`src/rtl/game_ctrl_pkg.sv`:
```
// Shared types and default sizing for the stopwatch game sequencer.
package game_pkg;

    typedef enum logic [1:0] {
        IDLE = 2'd0,
        RUN  = 2'd1,
        HOLD = 2'd2,
        OVER = 2'd3
    } state_t;

    localparam int LED_NUM_DEF = 10;
    localparam int CNT_LIM_DEF = 100;
    localparam int LIVES_DEF   = 3;
    localparam int CNT_W       = $clog2(CNT_LIM_DEF);

endpackage

```
`src/rtl/game_ctrl_if.sv`:
```
// Player/strip-facing signal bundle of game_ctrl; slave is the controller side.
interface game_ctrl_if #(
    parameter int LED_NUM = game_pkg::LED_NUM_DEF,
    parameter int CNT_LIM = game_pkg::CNT_LIM_DEF,
    parameter int LIVES   = game_pkg::LIVES_DEF
) ();
    import game_pkg::*;

    logic                       tick_i;
    logic                       btn_i;
    logic [LED_NUM-1:0]         led_i;
    logic [$clog2(CNT_LIM):0]   cnt_o;
    logic [$clog2(CNT_LIM):0]   score_o;
    logic [$clog2(LIVES+1)-1:0] lives_o;
    state_t                     state_o;
    logic                       hit_o;
    logic                       miss_o;

    modport slave (
        input  tick_i, btn_i, led_i,
        output cnt_o, score_o, lives_o, state_o, hit_o, miss_o
    );

    modport master (
        output tick_i, btn_i, led_i,
        input  cnt_o, score_o, lives_o, state_o, hit_o, miss_o
    );

endinterface

```
`src/rtl/game_ctrl_step_div.sv`:
```
// Programmable divider of the base tick: step_o fires on the period-th enabled tick.
module step_div #(
    parameter int PW = 4
) (
    input  logic          clk_i,
    input  logic          rst_n_i,
    input  logic          en_i,
    input  logic          clr_i,
    input  logic [PW-1:0] period_i,
    output logic          step_o
);
    logic [PW-1:0] sub_q;
    logic          wrap_s;

    // Last sub-count of the current period; combinational so the step lands one clock after the tick.
    always_comb begin
        wrap_s = (sub_q == (period_i - PW'(1)));
        step_o = en_i & wrap_s;
    end

    // Sub-count of enabled ticks within one step period.
    always_ff @(posedge clk_i or negedge rst_n_i) begin
        if (!rst_n_i) begin
            sub_q <= PW'(0);
        end else if (clr_i) begin
            sub_q <= PW'(0);
        end else if (en_i) begin
            sub_q <= wrap_s ? PW'(0) : sub_q + PW'(1);
        end else begin
            sub_q <= sub_q;
        end
    end

endmodule

```
`src/rtl/game_ctrl.sv`:
```
// Stopwatch-game sequencer: steps the LED counter, scores stops against the lit LED
// fed back from led_strip, and tracks lives through IDLE/RUN/HOLD/OVER.
module game_ctrl
    import game_pkg::*;
#(
    parameter int LED_NUM    = LED_NUM_DEF,
    parameter int CNT_LIM    = CNT_LIM_DEF,
    parameter int LIVES      = LIVES_DEF,
    parameter int STEP_INIT  = 8,
    parameter int STEP_MIN   = 2,
    parameter int HOLD_TICKS = 50
) (
    input  logic       clk_i,
    input  logic       rst_n_i,
    game_ctrl_if.slave g
);
    localparam int CW = $clog2(CNT_LIM) + 1;
    localparam int LW = $clog2(LIVES + 1);
    localparam int PW = $clog2(STEP_INIT + 1);
    localparam int HW = $clog2(HOLD_TICKS) + 1;

    state_t             state_q;
    logic [CW-1:0]      cnt_q, cnt_d;
    logic [CW-1:0]      score_q, score_d;
    logic [LW-1:0]      lives_q, lives_d;
    logic [PW-1:0]      period_q, period_d;
    logic [HW-1:0]      hold_q;
    logic               btn_q, hit_q, miss_q;
    logic [LED_NUM-1:0] led_s;
    logic               press_s, lit_s, step_s, step_en_s, step_clr_s, hold_done_s;

    // Edge detect on the button and derived enables for the divider and hold timer.
    always_comb begin
        led_s       = g.led_i;
        lit_s       = |led_s;
        press_s     = g.btn_i & ~btn_q;
        step_en_s   = g.tick_i & (state_q == RUN) & ~press_s;
        step_clr_s  = (state_q != RUN);
        hold_done_s = g.tick_i & (hold_q == HW'(HOLD_TICKS - 1));
    end

    // Saturating / wrapping next values; period is compared before it is decremented.
    always_comb begin
        cnt_d = (cnt_q == CW'(CNT_LIM - 1)) ? CW'(0) : cnt_q + CW'(1);
        if (score_q >= CW'(CNT_LIM - 1)) begin
            score_d = score_q;
        end else begin
            score_d = score_q + CW'(1);
        end
        if (period_q > PW'(STEP_MIN)) begin
            period_d = period_q - PW'(1);
        end else begin
            period_d = PW'(STEP_MIN);
        end
        if (lives_q != LW'(0)) begin
            lives_d = lives_q - LW'(1);
        end else begin
            lives_d = LW'(0);
        end
    end

    step_div #(.PW(PW)) u_step_div (
        .clk_i    (clk_i),
        .rst_n_i  (rst_n_i),
        .en_i     (step_en_s),
        .clr_i    (step_clr_s),
        .period_i (period_q),
        .step_o   (step_s)
    );

    // Game FSM with counter, score, lives, speed and result pulses.
    always_ff @(posedge clk_i or negedge rst_n_i) begin
        if (!rst_n_i) begin
            state_q  <= IDLE;
            cnt_q    <= CW'(0);
            score_q  <= CW'(0);
            lives_q  <= LW'(LIVES);
            period_q <= PW'(STEP_INIT);
            hold_q   <= HW'(0);
            btn_q    <= 1'b0;
            hit_q    <= 1'b0;
            miss_q   <= 1'b0;
        end else begin
            btn_q  <= g.btn_i;
            hit_q  <= 1'b0;
            miss_q <= 1'b0;
            case (state_q)
                IDLE: begin
                    cnt_q <= CW'(0);
                    if (press_s) begin
                        score_q  <= CW'(0);
                        lives_q  <= LW'(LIVES);
                        period_q <= PW'(STEP_INIT);
                        state_q  <= RUN;
                    end
                end
                RUN: begin
                    // A press in the same cycle as a tick wins: the divider is held off.
                    if (press_s) begin
                        if (lit_s) begin
                            hit_q    <= 1'b1;
                            score_q  <= score_d;
                            period_q <= period_d;
                        end else begin
                            miss_q  <= 1'b1;
                            lives_q <= lives_d;
                        end
                        hold_q  <= HW'(0);
                        state_q <= HOLD;
                    end else if (step_s) begin
                        cnt_q <= cnt_d;
                    end
                end
                HOLD: begin
                    if (hold_done_s) begin
                        hold_q  <= HW'(0);
                        state_q <= (lives_q == LW'(0)) ? OVER : RUN;
                    end else if (g.tick_i) begin
                        hold_q <= hold_q + HW'(1);
                    end
                end
                OVER: begin
                    if (press_s) begin
                        cnt_q   <= CW'(0);
                        state_q <= IDLE;
                    end
                end
                default: begin
                    state_q <= IDLE;
                end
            endcase
        end
    end

    assign g.cnt_o   = cnt_q;
    assign g.score_o = score_q;
    assign g.lives_o = lives_q;
    assign g.state_o = state_q;
    assign g.hit_o   = hit_q;
    assign g.miss_o  = miss_q;

endmodule

```
`src/flat_wrapper.sv`:
```
// flat-port wrapper written by rule: the top's interface ports become plain ports
module game_ctrl_flat import game_pkg::*;
#(
    parameter int LED_NUM    = LED_NUM_DEF,
    parameter int CNT_LIM    = CNT_LIM_DEF,
    parameter int LIVES      = LIVES_DEF,
    parameter int STEP_INIT  = 8,
    parameter int STEP_MIN   = 2,
    parameter int HOLD_TICKS = 50
)
  (clk_i, rst_n_i, g_tick_i, g_btn_i, g_led_i, g_cnt_o, g_score_o, g_lives_o, g_state_o, g_hit_o, g_miss_o);
  game_ctrl_if #(.LED_NUM(LED_NUM), .CNT_LIM(CNT_LIM), .LIVES(LIVES)) g_i ();
  input  logic clk_i;
  input  logic rst_n_i;
  input wire logic [$bits(g_i.tick_i)-1:0] g_tick_i;
  input wire logic [$bits(g_i.btn_i)-1:0] g_btn_i;
  input wire logic [$bits(g_i.led_i)-1:0] g_led_i;
  output wire logic [$bits(g_i.cnt_o)-1:0] g_cnt_o;
  output wire logic [$bits(g_i.score_o)-1:0] g_score_o;
  output wire logic [$bits(g_i.lives_o)-1:0] g_lives_o;
  output wire logic [$bits(g_i.state_o)-1:0] g_state_o;
  output wire logic [$bits(g_i.hit_o)-1:0] g_hit_o;
  output wire logic [$bits(g_i.miss_o)-1:0] g_miss_o;
  assign g_i.tick_i = g_tick_i;
  assign g_i.btn_i = g_btn_i;
  assign g_i.led_i = g_led_i;
  assign g_cnt_o = g_i.cnt_o;
  assign g_score_o = g_i.score_o;
  assign g_lives_o = g_i.lives_o;
  assign g_state_o = g_i.state_o;
  assign g_hit_o = g_i.hit_o;
  assign g_miss_o = g_i.miss_o;
  game_ctrl #(.LED_NUM(LED_NUM), .CNT_LIM(CNT_LIM), .LIVES(LIVES), .STEP_INIT(STEP_INIT), .STEP_MIN(STEP_MIN), .HOLD_TICKS(HOLD_TICKS)) u_core (.clk_i(clk_i), .rst_n_i(rst_n_i), .g(g_i));
endmodule
```
`config.mk`:
```
export PLATFORM = sky130hd
export DESIGN_NAME = game_ctrl_flat
export DESIGN_NICKNAME = d
export VERILOG_FILES = /design/src/rtl/game_ctrl_pkg.sv /design/src/rtl/game_ctrl_if.sv /design/src/rtl/game_ctrl_step_div.sv /design/src/rtl/game_ctrl.sv /design/src/flat_wrapper.sv
export SDC_FILE = /design/constraint.sdc
export NUM_CORES = 1
export LEC_CHECK = 0
export ABC_CLOCK_PERIOD_IN_PS = 3500
export CORE_ASPECT_RATIO = 2
export CORE_MARGIN = 2
export CORE_UTILIZATION = 35
export CTS_CLUSTER_SIZE = 12
export DETAILED_ROUTE_END_ITERATION = 10
export SYNTH_ARGS = -nofsm -noshare
export SYNTH_HDL_FRONTEND = slang
export SYNTH_SLANG_ARGS = --single-unit
```
`constraint.sdc`:
```
create_clock -name clk_i -period 3.5 [get_ports clk_i]
set_input_delay 0.525 -clock clk_i [delete_from_list [all_inputs] [get_ports clk_i]]
set_output_delay 0.525 -clock clk_i [all_outputs]
set_load 0.05 [all_outputs]
```
==> impl_metrics.env, run 1 <==
export IMPL_status="finished clean"
export IMPL_max_slew_margin_pct=43.1
export IMPL_critPathCaptureType="register"
export IMPL_ys_seq_elements=38
export IMPL_die_y_um=113
export IMPL_post_dp_cell_area_mm2=0.00249
export IMPL_finalClockSkew_ns=0.00524
export IMPL_drive_gt1_share_pct=7.69
export IMPL_synthArstFlopShare_pct=100
export IMPL_p_total_mw=2.02
export IMPL_fin_ws_ns=1.20
export IMPL_hpwl_um=3610
export IMPL_dpl_worst_slack_ns=0.903
export IMPL_crit_slowest_cell="clkdlybuf4s50_1"
export IMPL_vias=1806
export IMPL_die_w_um=58.5
export IMPL_ioPinCount=36
export IMPL_slew_violations=0
export IMPL_rows=39
export IMPL_syn_num_nets=241
export IMPL_period_share_pct=65.8
export IMPL_grt_pass1_wl_um=8630
export IMPL_setup_tns_ns=0
export IMPL_min_path_type="in2async"
export IMPL_avgSynthCellArea_um2=9.44
export IMPL_grt_pass1_vias=1843
export IMPL_drc=0
export IMPL_yosys_warnings=0
export IMPL_ant_nets=0
export IMPL_ys_flop_type="dfrtp_1"
export IMPL_clock_fmax_mhz=434
export IMPL_wl_um=4940
export IMPL_gp_congestion=0.803
export IMPL_clkTransAtPathRegs_ns=0.06
export IMPL_yosysUniqueCellTypes=51
export IMPL_setup_viol=0
export IMPL_antenna_cells=0
export IMPL_ctsResizeCount=0
export IMPL_routedWlPerCell_um=15.4
export IMPL_drtIter0Drc=52
export IMPL_irDropWorstVdd_uv=611
export IMPL_critPathMaxStageDelay_ns=0.52
export IMPL_fin_crit_ns=2.30
export IMPL_post_cts_buffers=0
export IMPL_path_cells="clkdlybuf4s50_1, or3b_4, a41o_2, o21bai_4, or4_1, nand2_1"
export IMPL_grt_usage_pct=16.6
export IMPL_final_nets=280
export IMPL_finalHoldViolations=0
export IMPL_fill_cells=568
export IMPL_p_per_area_mw_per_mm2=765
export IMPL_grt_max_degree=39
export IMPL_area_growth_pct=26.9
export IMPL_grt_remaining_overflow=0
export IMPL_clock_sinks=38
export IMPL_cts_tree="yes"
export IMPL_crit_fanout=10
export IMPL_required_ns=3.72
export IMPL_h_tree_depth=2
export IMPL_p_leak_nw=1.12
export IMPL_synth_edff_count=0
export IMPL_numPortBuffers=35
export IMPL_clk_path_buf_depth=2
export IMPL_first_pass_iters=4
export IMPL_clock_latency_ns=0.28
export IMPL_initial_core_util_pct=36.4
export IMPL_antenna_found_initial=0
export IMPL_utilization_pct=46.2
export IMPL_start_kind="input pin"
export IMPL_path_class="in2reg"
export IMPL_max_cap_viol_count=0
export IMPL_netlist_area_mm2=0.00208
export IMPL_synth_cells=220
export IMPL_rsz0062_at_grt="no"
export IMPL_worst_pin_slew_ns=0.854
export IMPL_cts_buffers=5
export IMPL_cp_arrival_ns=2.52
export IMPL_final_cell_area_mm2=0.00264
export IMPL_hold_buffers=0
export IMPL_synth_seq_area_share_pct=46.0
export IMPL_via_per_inst=5.63
export IMPL_cts_root_buf="clkbuf_16"
export IMPL_dieArea_mm2=0.00660
export IMPL_core_area_mm2=0.00571
## logic make-up (layout without fill, tap and decap cells)
group / count (synthesis) / after routing / share of synthesized area [%]
xor gates and xnor gates: 7 / 7 / 2.95
muxes: 1 / 1 / 0.542
buffers and inverters: 15 / 55 / 2.71
adders and majority gates: 7 / 7 / 4.22
DFF: 38 / 38 / 46.0
and+or+nand+nor: 81 / 81 / 20.1
AOI/OAI and AO/OA: 71 / 71 / 23.5
## sequential cells by signal, summed over array words and instances, names as in the netlist
signal                   flops
u_core.u_step_div.sub_q      4
u_core.g.cnt_o               8
u_core.g.state_o             2
u_core.period_q              4
u_core.g.hit_o               1
u_core.g.lives_o             2
u_core.hold_q                7
u_core.g.score_o             8
u_core.g.miss_o              1
u_core.btn_q                 1
## layout make-up
class / count / area (um2) / share of cell area, %
multi-input cells: 167 / 1070 / 40.5
flip-flops and latches: 38 / 955 / 36.2
repair buffers: 35 / 345 / 13.1
clock buffers: 7 / 143 / 5.41
well taps: 61 / 76.3 / 2.90
inverters: 12 / 45.0 / 1.71
clock inverters: 1 / 5.00 / 0.190
## Yosys cell counts (2+ instances only)
cell type	count	area share (%)
nor3b_1	2	0.72
and2_1	2	0.60
clkbuf_1	3	0.54
nand2_1	23	4.2
a21o_1	2	0.72
a21oi_1	4	0.96
and3_1	6	1.8
nor2_1	14	2.5
xor2_1	3	1.3
nor4_1	2	0.60
dfstp_2	3	3.8
o211ai_1	2	0.72
nor2b_1	2	0.60
nand2b_1	5	1.5
dfrtp_1	35	42
nand4_1	3	0.90
o41ai_2	2	1.6
or3_1	2	0.60
o41ai_1	2	0.84
o31ai_1	6	2.2
a31oi_1	7	2.1
inv_1	12	2.2
o21ai_0	27	6.5
o22ai_1	3	0.90
or4_1	2	0.72
a22oi_1	3	1.1
nand3_1	9	2.2
ha_1	7	4.2
xnor2_1	4	1.7
nor3_1	2	0.48
## worst paths after layout
kind / from / to / slack [ns] / cells after the start
max: g_btn_i / u_core.g.score_o[3] / 1.20 / 6
min: rst_n_i / u_core.hold_q[3] / 0.35 / 1
max reg2reg: u_core.g.score_o[0] / u_core.g.score_o[3] / 1.30 / 6
min reg2reg: u_core.g.lives_o[1] / u_core.g.lives_o[0] / 0.48 / 2
max in group asynchronous: rst_n_i / u_core.u_step_div.sub_q[2] / 2.61 / 1
min in group clk_i: u_core.g.lives_o[1] / u_core.g.lives_o[0] / 0.48 / 2
## critical path, delay by kind of cell
| kind | cells | cell delay, ns |
|---|---|---|
| AND/OR/NAND/NOR | 3 | 0.95 |
| buffers and inverters | 1 | 0.52 |
| AO/OA/AOI/OAI | 2 | 0.52 |
## stage by stage
step / hold WS [ns] / std cells
2_1_floorplan: 0.229 / 220
3_3_place_gp: 0.460 / 313
3_5_place_dp: 0.473 / 313
4_1_cts: 0.395 / 321
5_1_grt: 0.437 / 321
6_report: 0.352 / 321
## routing by layer
layer	vias up	GRT usage, %	routed length, um
met5	-	0	0
met4	0	6.82	122
met3	11	2.97	138
met2	30	29.9	2750
met1	875	18.4	1930
li1	890	-	-
## placed cells by master (no fill, tap or decap), drive strengths merged, types with 4 or more instances in the layout
cell type,n
a31oi,8
clkbuf,7
o21ai,28
ha,7
o31ai,6
inv,12
nand2,23
o41ai,4
nor2,14
dfrtp,35
xnor2,4
and3,6
clkdlybuf4s50,34
nand3,9
nand2b,5
a21oi,4
## where the power goes
| part | total [mW] | internal, mW | switching (mW) | leakage, nW |
|---|---|---|---|---|
| clock | 0.456 | 0.282 | 0.173 | 0.0739 |
| sequential | 0.685 | 0.543 | 0.142 | 0.502 |
| combinational | 0.875 | 0.320 | 0.555 | 0.546 |
(Power assumes the default switching activity.)
==> run 2, diff against run 1 <==
Settings changed: ABC_CLOCK_PERIOD_IN_PS 3500 to 2300.
Clock period 3.5 ns to 2.3 ns, I/O delays scaled along.
==> impl_metrics.env, run 2 (synthesis gave the netlist of run 1 again) <==
export IMPL_via_per_inst=5.57
export IMPL_min_path_type="in2async"
export IMPL_wl_um=5010
export IMPL_h_tree_depth=2
export IMPL_final_nets=289
export IMPL_antenna_found_initial=0
export IMPL_required_ns=2.52
export IMPL_dieArea_mm2=0.00660
export IMPL_clk_path_buf_depth=2
export IMPL_p_leak_nw=1.16
export IMPL_gp_congestion=0.784
export IMPL_worst_pin_slew_ns=0.637
export IMPL_area_growth_pct=30.5
export IMPL_ioPinCount=36
export IMPL_setup_viol=0
export IMPL_initial_core_util_pct=36.4
export IMPL_mostFrequentLayoutCells="34 x clkdlybuf4s50_1, 33 x dfrtp_1, 27 x o21ai_0"
export IMPL_first_pass_iters=4
export IMPL_clkTransAtPathRegs_ns=0.05
export IMPL_p_per_area_mw_per_mm2=1140
export IMPL_post_cts_buffers=0
export IMPL_ant_nets=0
export IMPL_start_kind="register"
export IMPL_p_total_mw=3.09
export IMPL_cts_tree="yes"
export IMPL_core_area_mm2=0.00571
export IMPL_grt_remaining_overflow=0
export IMPL_finalHoldViolations=0
export IMPL_crit_fanout=6
export IMPL_critPathCaptureType="register"
export IMPL_vias=1839
export IMPL_grt_pass1_wl_um=8690
export IMPL_antenna_cells=0
export IMPL_clock_latency_ns=0.28
export IMPL_fin_crit_ns=2.22
export IMPL_drc=0
export IMPL_layout_commonest_cell="clkdlybuf4s50_1"
export IMPL_grt_pass1_vias=1872
export IMPL_rows=39
export IMPL_fill_cells=566
export IMPL_cts_buffers=5
export IMPL_max_slew_margin_pct=57.5
export IMPL_dp_cells=322
export IMPL_routedWlPerCell_um=15.2
export IMPL_stdcell_count=330
export IMPL_drtIter0Drc=56
export IMPL_grt_usage_pct=16.9
export IMPL_max_cap_viol_count=0
export IMPL_die_w_um=58.5
export IMPL_grt_max_degree=39
export IMPL_numPortBuffers=35
export IMPL_cts_root_buf="clkbuf_16"
export IMPL_die_y_um=113
export IMPL_period_share_pct=96.3
export IMPL_slew_violations=0
export IMPL_finalClockSkew_ns=0.00337
export IMPL_setup_tns_ns=0
export IMPL_status="finished clean"
export IMPL_clock_fmax_mhz=451
export IMPL_clock_sinks=38
export IMPL_cp_arrival_ns=2.43
export IMPL_hpwl_um=3660
export IMPL_irDropWorstVdd_uv=746
export IMPL_path_class="reg2reg"
export IMPL_drive_gt1_share_pct=11.2
-- run 2: changes by cell type in the layout (fill, tap and decap cells not counted), moves of 2 or more --
cell	delta
dfrtp_2	+2
clkbuf_1	+2
buf_4	+9
dfrtp_1	-2
-- run 2: routing by layer --
metal	GRT usage, %	share of wire (%)	vias to the layer above
met5	0	0	-
met4	7.13	1.7	0
met3	2.63	2.3	9
met2	30.7	57	23
met1	18.6	39	902
li1	-	-	905
-- run 2: final timing paths --
kind	endpoint	cells past startpoint	start	slack, ns
setup / recovery	u_core.g.score_o[3]	6	u_core.g.score_o[0]	0.08
hold / removal	u_core.hold_q[2]	2	rst_n_i	0.12
setup reg to reg	u_core.g.score_o[3]	6	u_core.g.score_o[0]	0.08
hold reg to reg	u_core.g.lives_o[0]	2	u_core.g.lives_o[1]	0.48
max in group asynchronous	u_core.period_q[3]	2	rst_n_i	1.82
min in group clk_i	u_core.g.lives_o[0]	2	u_core.g.lives_o[1]	0.48
-- run 2: area by class of cell --
type,count,area (um2),share of cell area (%)
multi-input cells,167,1080,39.9
flip-flops and latches,38,957,35.3
repair buffers,44,413,15.2
clock buffers,8,136,5.03
well taps,61,76.3,2.82
inverters,12,45.0,1.66
-- run 2: through the flow --
stage	setup slack (ns)	utilization (%)	hold slack [ns]	area (um2)
floorplan	0.0520	-	0.0494	2080
global placement	0.0231	44.8	0.435	2560
detailed placement	0.00522	44.8	0.437	2560
CTS	0.0784	47.2	0.140	2690
global route	-0.00587	47.5	0.171	2710
finish	0.0849	47.5	0.119	2710
-- run 2: power breakdown --
part	total (mW)	internal [mW]	switching [mW]
Combinational	1.41	0.531	0.883
Clock	0.653	0.403	0.250
Sequential	1.03	0.830	0.196
Total	3.09	1.76	1.33
-- run 2: what timing repair did --
item | 4_1_cts | 5_1_grt
setup endpoints to repair | 0 | 2
hold buffers | 0 | 0
resized for setup | 0 | 2
-- run 2: worst max-delay path, stage by stage (launching register included) --
cell and delay, ns:
dfrtp_2 0.44, ha_1 0.23, or4_1 0.57, a31oi_4 0.25, o21bai_4 0.09, or4_1 0.48, nand2_1 0.08
==> variant 1 (settings of run 2) <==
`STEP_INIT` is set to 8 in 2 places; all go to 16.
--- a/src/rtl/game_ctrl.sv
+++ b/src/rtl/game_ctrl.sv
@@ -6,7 +6,7 @@
     parameter int LED_NUM    = LED_NUM_DEF,
     parameter int CNT_LIM    = CNT_LIM_DEF,
     parameter int LIVES      = LIVES_DEF,
-    parameter int STEP_INIT  = 8,
+    parameter int STEP_INIT  = 16,
     parameter int STEP_MIN   = 2,
     parameter int HOLD_TICKS = 50
 ) (
--- a/src/flat_wrapper.sv
+++ b/src/flat_wrapper.sv
@@ -4,7 +4,7 @@
     parameter int LED_NUM    = LED_NUM_DEF,
     parameter int CNT_LIM    = CNT_LIM_DEF,
     parameter int LIVES      = LIVES_DEF,
-    parameter int STEP_INIT  = 8,
+    parameter int STEP_INIT  = 16,
     parameter int STEP_MIN   = 2,
     parameter int HOLD_TICKS = 50
 )
Formal check against the unedited RTL: not equivalent (Yosys sat finds a counterexample within 10 cycles, from zero or initial values and one cycle with rst_n_i low).
==> variant 1 against run 2 <==
Cell area increased by 9.8%; synthesized area grew 11%; sequential power decreased by 6%; total power decreased by 5.5%; worst setup slack improved by 0.11 ns; wire length rose by 6.8%; count of clock-buffer cells in the layout fell by 2; sequential cell count up 2.
==> variant 1: results (changes against run 2) <==
STA
  • Clock skew: 0.00340 ns (was 0.00337 ns)

Layout
  • Non-CTS inverters: 9 (was 12)
  • Filler cells: 615 (was 566)
  • Clock buf count: 6 (was 8)
  • Final clock-cell share: 5.00% (was 5.03%)
  • Multi-input gate count: 185 (was 167)
  • Bufs w/o clock: 51 (was 44)
  • Multi-input logic portion of the cell area: 40.7% (was 39.9%)
  • Final Net Count: 313 (was 289)
  • Fraction of layout cells with a size suffix above 1: 13.7% (was 11.2%)
  • Non-clock buffer share: 15.7% (was 15.2%)
  • Final std cells w/o fill: 379 (was 330)

Critical path
  • CP max stage delay: 0.55 ns (was 0.57 ns)
  • Worst endpoint data arrival time: 2.26 ns (was 2.43 ns)
  • Reg-to-Reg End: u_core.g.score_o[4]$_DFFE_PN0P_ (was u_core.g.score_o[3]$_DFFE_PN0P_)

Synth
  • Synth cell types: 56 (was 51)
  • Synth top cells by count: dfrtp_1 (37), nor2_1 (24), nand2_1 (22), o21ai_0 (17), nand3_1 (12) (was dfrtp_1 (35), o21ai_0 (27), nand2_1 (23), nor2_1 (14), inv_1 (12))
  • Synth Area in XOR/XNOR: 4.79% (was 2.95%)

Global route
  • Largest net degree at the start of global routing: 22 (was 39)
  • GR Layer Usage met2: 29.4% (was 30.7%)

Power and ir drop
  • P_int: 0.00177 W (was 0.00176 W)
  • Clock share of power: 24.0% (was 21.1%)

Place
  • Placed Cells: 370 (was 322)

Routing
  • Metal3 WL: 103 microns (was 115 microns)
  • DR WL met2: 2.94 mm (was 2.85 mm)
  • Wirelength per Cell: 14.1 microns (was 15.2 microns)
  • Via density per instance: 5.16 (was 5.57)

Status
  • Status: completed (unchanged)
-- variant 1: cell types whose count changed in the layout (fill, tap and decap cells not counted), sizes merged, moves of 4 or more --
cell   change
a21oi      +5
and3       +4
nor2      +10
a21o       +4
buf        +6
a31oi      -5
-- variant 1: worst max path at each step --
stage / depth (start not counted) / to / start / slack, ns
after floorplan: 6 / u_core.g.score_o[5]$_DFFE_PN0P_ / u_core.g.score_o[0]$_DFFE_PN0P_ / 0.13
after global placement: 6 / u_core.g.cnt_o[5]$_DFFE_PN0P_ / g_btn_i / 0.06
after detailed placement: 6 / u_core.g.cnt_o[6]$_DFFE_PN0P_ / g_btn_i / 0.02
after CTS: 6 / u_core.g.score_o[4]$_DFFE_PN0P_ / u_core.g.score_o[0]$_DFFE_PN0P_ / 0.22
after global routing: 6 / u_core.g.score_o[5]$_DFFE_PN0P_ / u_core.g.score_o[0]$_DFFE_PN0P_ / 0.06
final: 6 / u_core.g.score_o[4]$_DFFE_PN0P_ / u_core.g.score_o[0]$_DFFE_PN0P_ / 0.19
==> variant 2 (settings of run 2) <==
Without the edit above. Reset style: synchronous (`rst_n_i`), changed in 2 clocked blocks.
--- a/src/rtl/game_ctrl_step_div.sv
+++ b/src/rtl/game_ctrl_step_div.sv
@@ -19,7 +19,7 @@
     end
 
     // Sub-count of enabled ticks within one step period.
-    always_ff @(posedge clk_i or negedge rst_n_i) begin
+    always_ff @(posedge clk_i) begin
         if (!rst_n_i) begin
             sub_q <= PW'(0);
         end else if (clr_i) begin
--- a/src/rtl/game_ctrl.sv
+++ b/src/rtl/game_ctrl.sv
@@ -69,7 +69,7 @@
     );
 
     // Game FSM with counter, score, lives, speed and result pulses.
-    always_ff @(posedge clk_i or negedge rst_n_i) begin
+    always_ff @(posedge clk_i) begin
         if (!rst_n_i) begin
             state_q  <= IDLE;
             cnt_q    <= CW'(0);
Formal check against the unedited RTL: differs if rst_n_i is asserted again (counterexample within 4 cycles, from zero or initial values and one cycle with rst_n_i low); with rst_n_i held inactive, the same outputs for 10 cycles.
==> variant 2 against run 2 <==
Fmax grew 1.5%; final cell count grew 3.6%; critical path type unchanged; synthesized area down 3.7%; worst setup slack improved by 0.032 ns; sequential cell count unchanged; non-clock buffer count rose by 4; cell area decreased by 0.65%; hold slack improved by 0.37 ns; synthesized cell count up 4.5%; wire length is 10% lower; global-route usage is 1.7 points lower.
Power is not compared: it rests on default switching activity, and its combinational part moved more than twofold at a synthesized area within 25%.
==> variant 2: results (changes against run 2) <==
Synth
  • Synthesis Warnings: 0 (unchanged)
  • Largest cells by area after synthesis: dfxtp_1 (38%), ha_1 (4.4%), a21oi_1 (4.0%) (was dfrtp_1 (42%), o21ai_0 (6.5%), ha_1 (4.2%))
  • Synth cell types: 50 (was 51)
  • Post-synthesis sequential area ratio: 38.0% (was 46.0%)
  • Synth top cells by count: dfxtp_1 (38), nand2_1 (19), nor2_1 (17), a21oi_1 (16), nand3_1 (15) (was dfrtp_1 (35), o21ai_0 (27), nand2_1 (23), nor2_1 (14), inv_1 (12))
  • Post-Syn Area per Cell: 8.70 sq um (was 9.44 sq um)
  • Async SR Flop Fraction: 0% (was 100%)
  • Syn nets: 251 (was 241)

Clocking
  • Clk buf depth: 2 (unchanged)
  • Clk Tree Root Cell: clkbuf_16 (unchanged)
  • Post-CTS sizing: 0 (unchanged)
  • Post-CTS Setup Inserts: 0 (unchanged)
  • H-tree level count: 2 (unchanged)
  • Reg clk slew, reported paths: 0.06 ns
  • Clk_lat worst skew: 0.28 ns (about the same)
  • CTS Buf Count: 5 (unchanged)

Global route
  • Vias in the first global route: 1788 (was 1872)
  • First-pass GRT wire length: 7.95 mm (was 8.69 mm)
  • GRT Overall Usage: 15.2% (was 16.9%)
  • Initial antenna violation count: 0 (unchanged)
  • GR Util met1: 19.9% (was 18.6%)
  • Largest net degree at the start of global routing: 15 (was 39)
  • GR Layer Usage met2: 24.2% (was 30.7%)
  • GR Util met3: 3.38% (was 2.63%)

Routing
  • Initial DRC count: 68 (was 56)
  • DRT met1 WL: 1.99 mm (was 1.95 mm)
  • Via density per instance: 5.49 (was 5.57)
  • Top Metal Used: met4 (unchanged)
  • Via count: 1877 (was 1839)
  • Drt total wl: 4.50 mm (was 5.01 mm)
  • Antenna viol nets, final: 0 (unchanged)
  • DR WL met2: 2.22 mm (was 2.85 mm)
  • Drt pass-1 iters: 4 (unchanged)
  • Metal3 WL: 240 microns (was 115 microns)

Place
  • GP Congestion: 0.852 (was 0.784)
  • Port bufs: 35 (unchanged)
  • Pre-CTS worst setup slack: -0.0748 ns (was 0.00522 ns)
  • Hpwl dp: 3.31 mm (was 3.66 mm)
  • Placement Cell Area: 2470 sq um (was 2560 sq um)
  • Placed Cells: 334 (was 322)

Critical path
  • Crit path max fanout: 12 (was 6)
  • Crit-path leading delay family: simple AND/OR/NAND/NOR gates (unchanged)
  • CP max stage delay: 0.52 ns (was 0.57 ns)
  • Worst endpoint data arrival time: 2.40 ns (was 2.43 ns)
  • Critical path's slowest cell: or4_1 (unchanged)

Layout
  • Final Net Count: 301 (was 289)
  • # diodes: 0 (unchanged)
  • Fraction of layout cells with a size suffix above 1: 11.4% (was 11.2%)

STA
  • Slew HR: 66.8% (was 57.5%)
  • Clock skew: 0.00228 ns (was 0.00337 ns)
  • Setup TNS: 0 ns (unchanged)

Power and ir drop
  • P_leak: 0.975 nW
  • Peak VDD IR: 0.653 mV

Hold path
  • Hold Path Class: register to register (was input port to asynchronous set/reset pin)

Status
  • Status: completed (unchanged)
## variant 2: cell families (layout without fill, tap and decap cells)
| logic type | after synthesis | after routing | synth area share, % |
|---|---|---|---|
| XOR/XNOR | 12 | 12 | 6.00 |
| buffers and inverters | 15 | 66 | 4.63 |
| AND/OR/NAND/NOR | 97 | 97 | 27.5 |
| adder cells (fa/ha/maj) | 7 | 7 | 4.38 |
| flip-flops | 38 | 38 | 38.0 |
| AO/OA/AOI/OAI | 59 | 59 | 18.5 |
| multiplexers | 2 | 2 | 1.00 |
## variant 2: path summary, 6_finish.rpt
| path | to | startpoint | cells after the start | slack, ns |
|---|---|---|---|---|
| worst max-delay path | u_core.g.score_o[5]$_SDFFE_PN0P_ | u_core.g.score_o[0]$_SDFFE_PN0P_ | 6 | 0.12 |
| worst min-delay path | u_core.hold_q[5]$_SDFFE_PN0P_ | u_core.hold_q[5]$_SDFFE_PN0P_ | 2 | 0.49 |
| worst max register to register | u_core.g.score_o[5]$_SDFFE_PN0P_ | u_core.g.score_o[0]$_SDFFE_PN0P_ | 6 | 0.12 |
| worst min register to register | u_core.hold_q[5]$_SDFFE_PN0P_ | u_core.hold_q[5]$_SDFFE_PN0P_ | 2 | 0.49 |
## variant 2: cell type report
cell class | instances | area (sq um)
multi-input cells | 177 | 1170
well taps | 61 | 76.3
flip-flops and latches | 38 | 761
fillers | 530 | 2920
inverters | 10 | 37.5
repair buffers | 48 | 448
clock buffers | 6 | 139
clock inverters | 2 | 60.1
## variant 2: power by group
part	switching (W)	total, W	internal, W
Sequential	0.0000260	0.000700	0.000674
Clock	0.000258	0.000909	0.000651
Combinational	0.000123	0.000222	0.0000992
Total	0.000407	0.00183	0.00142
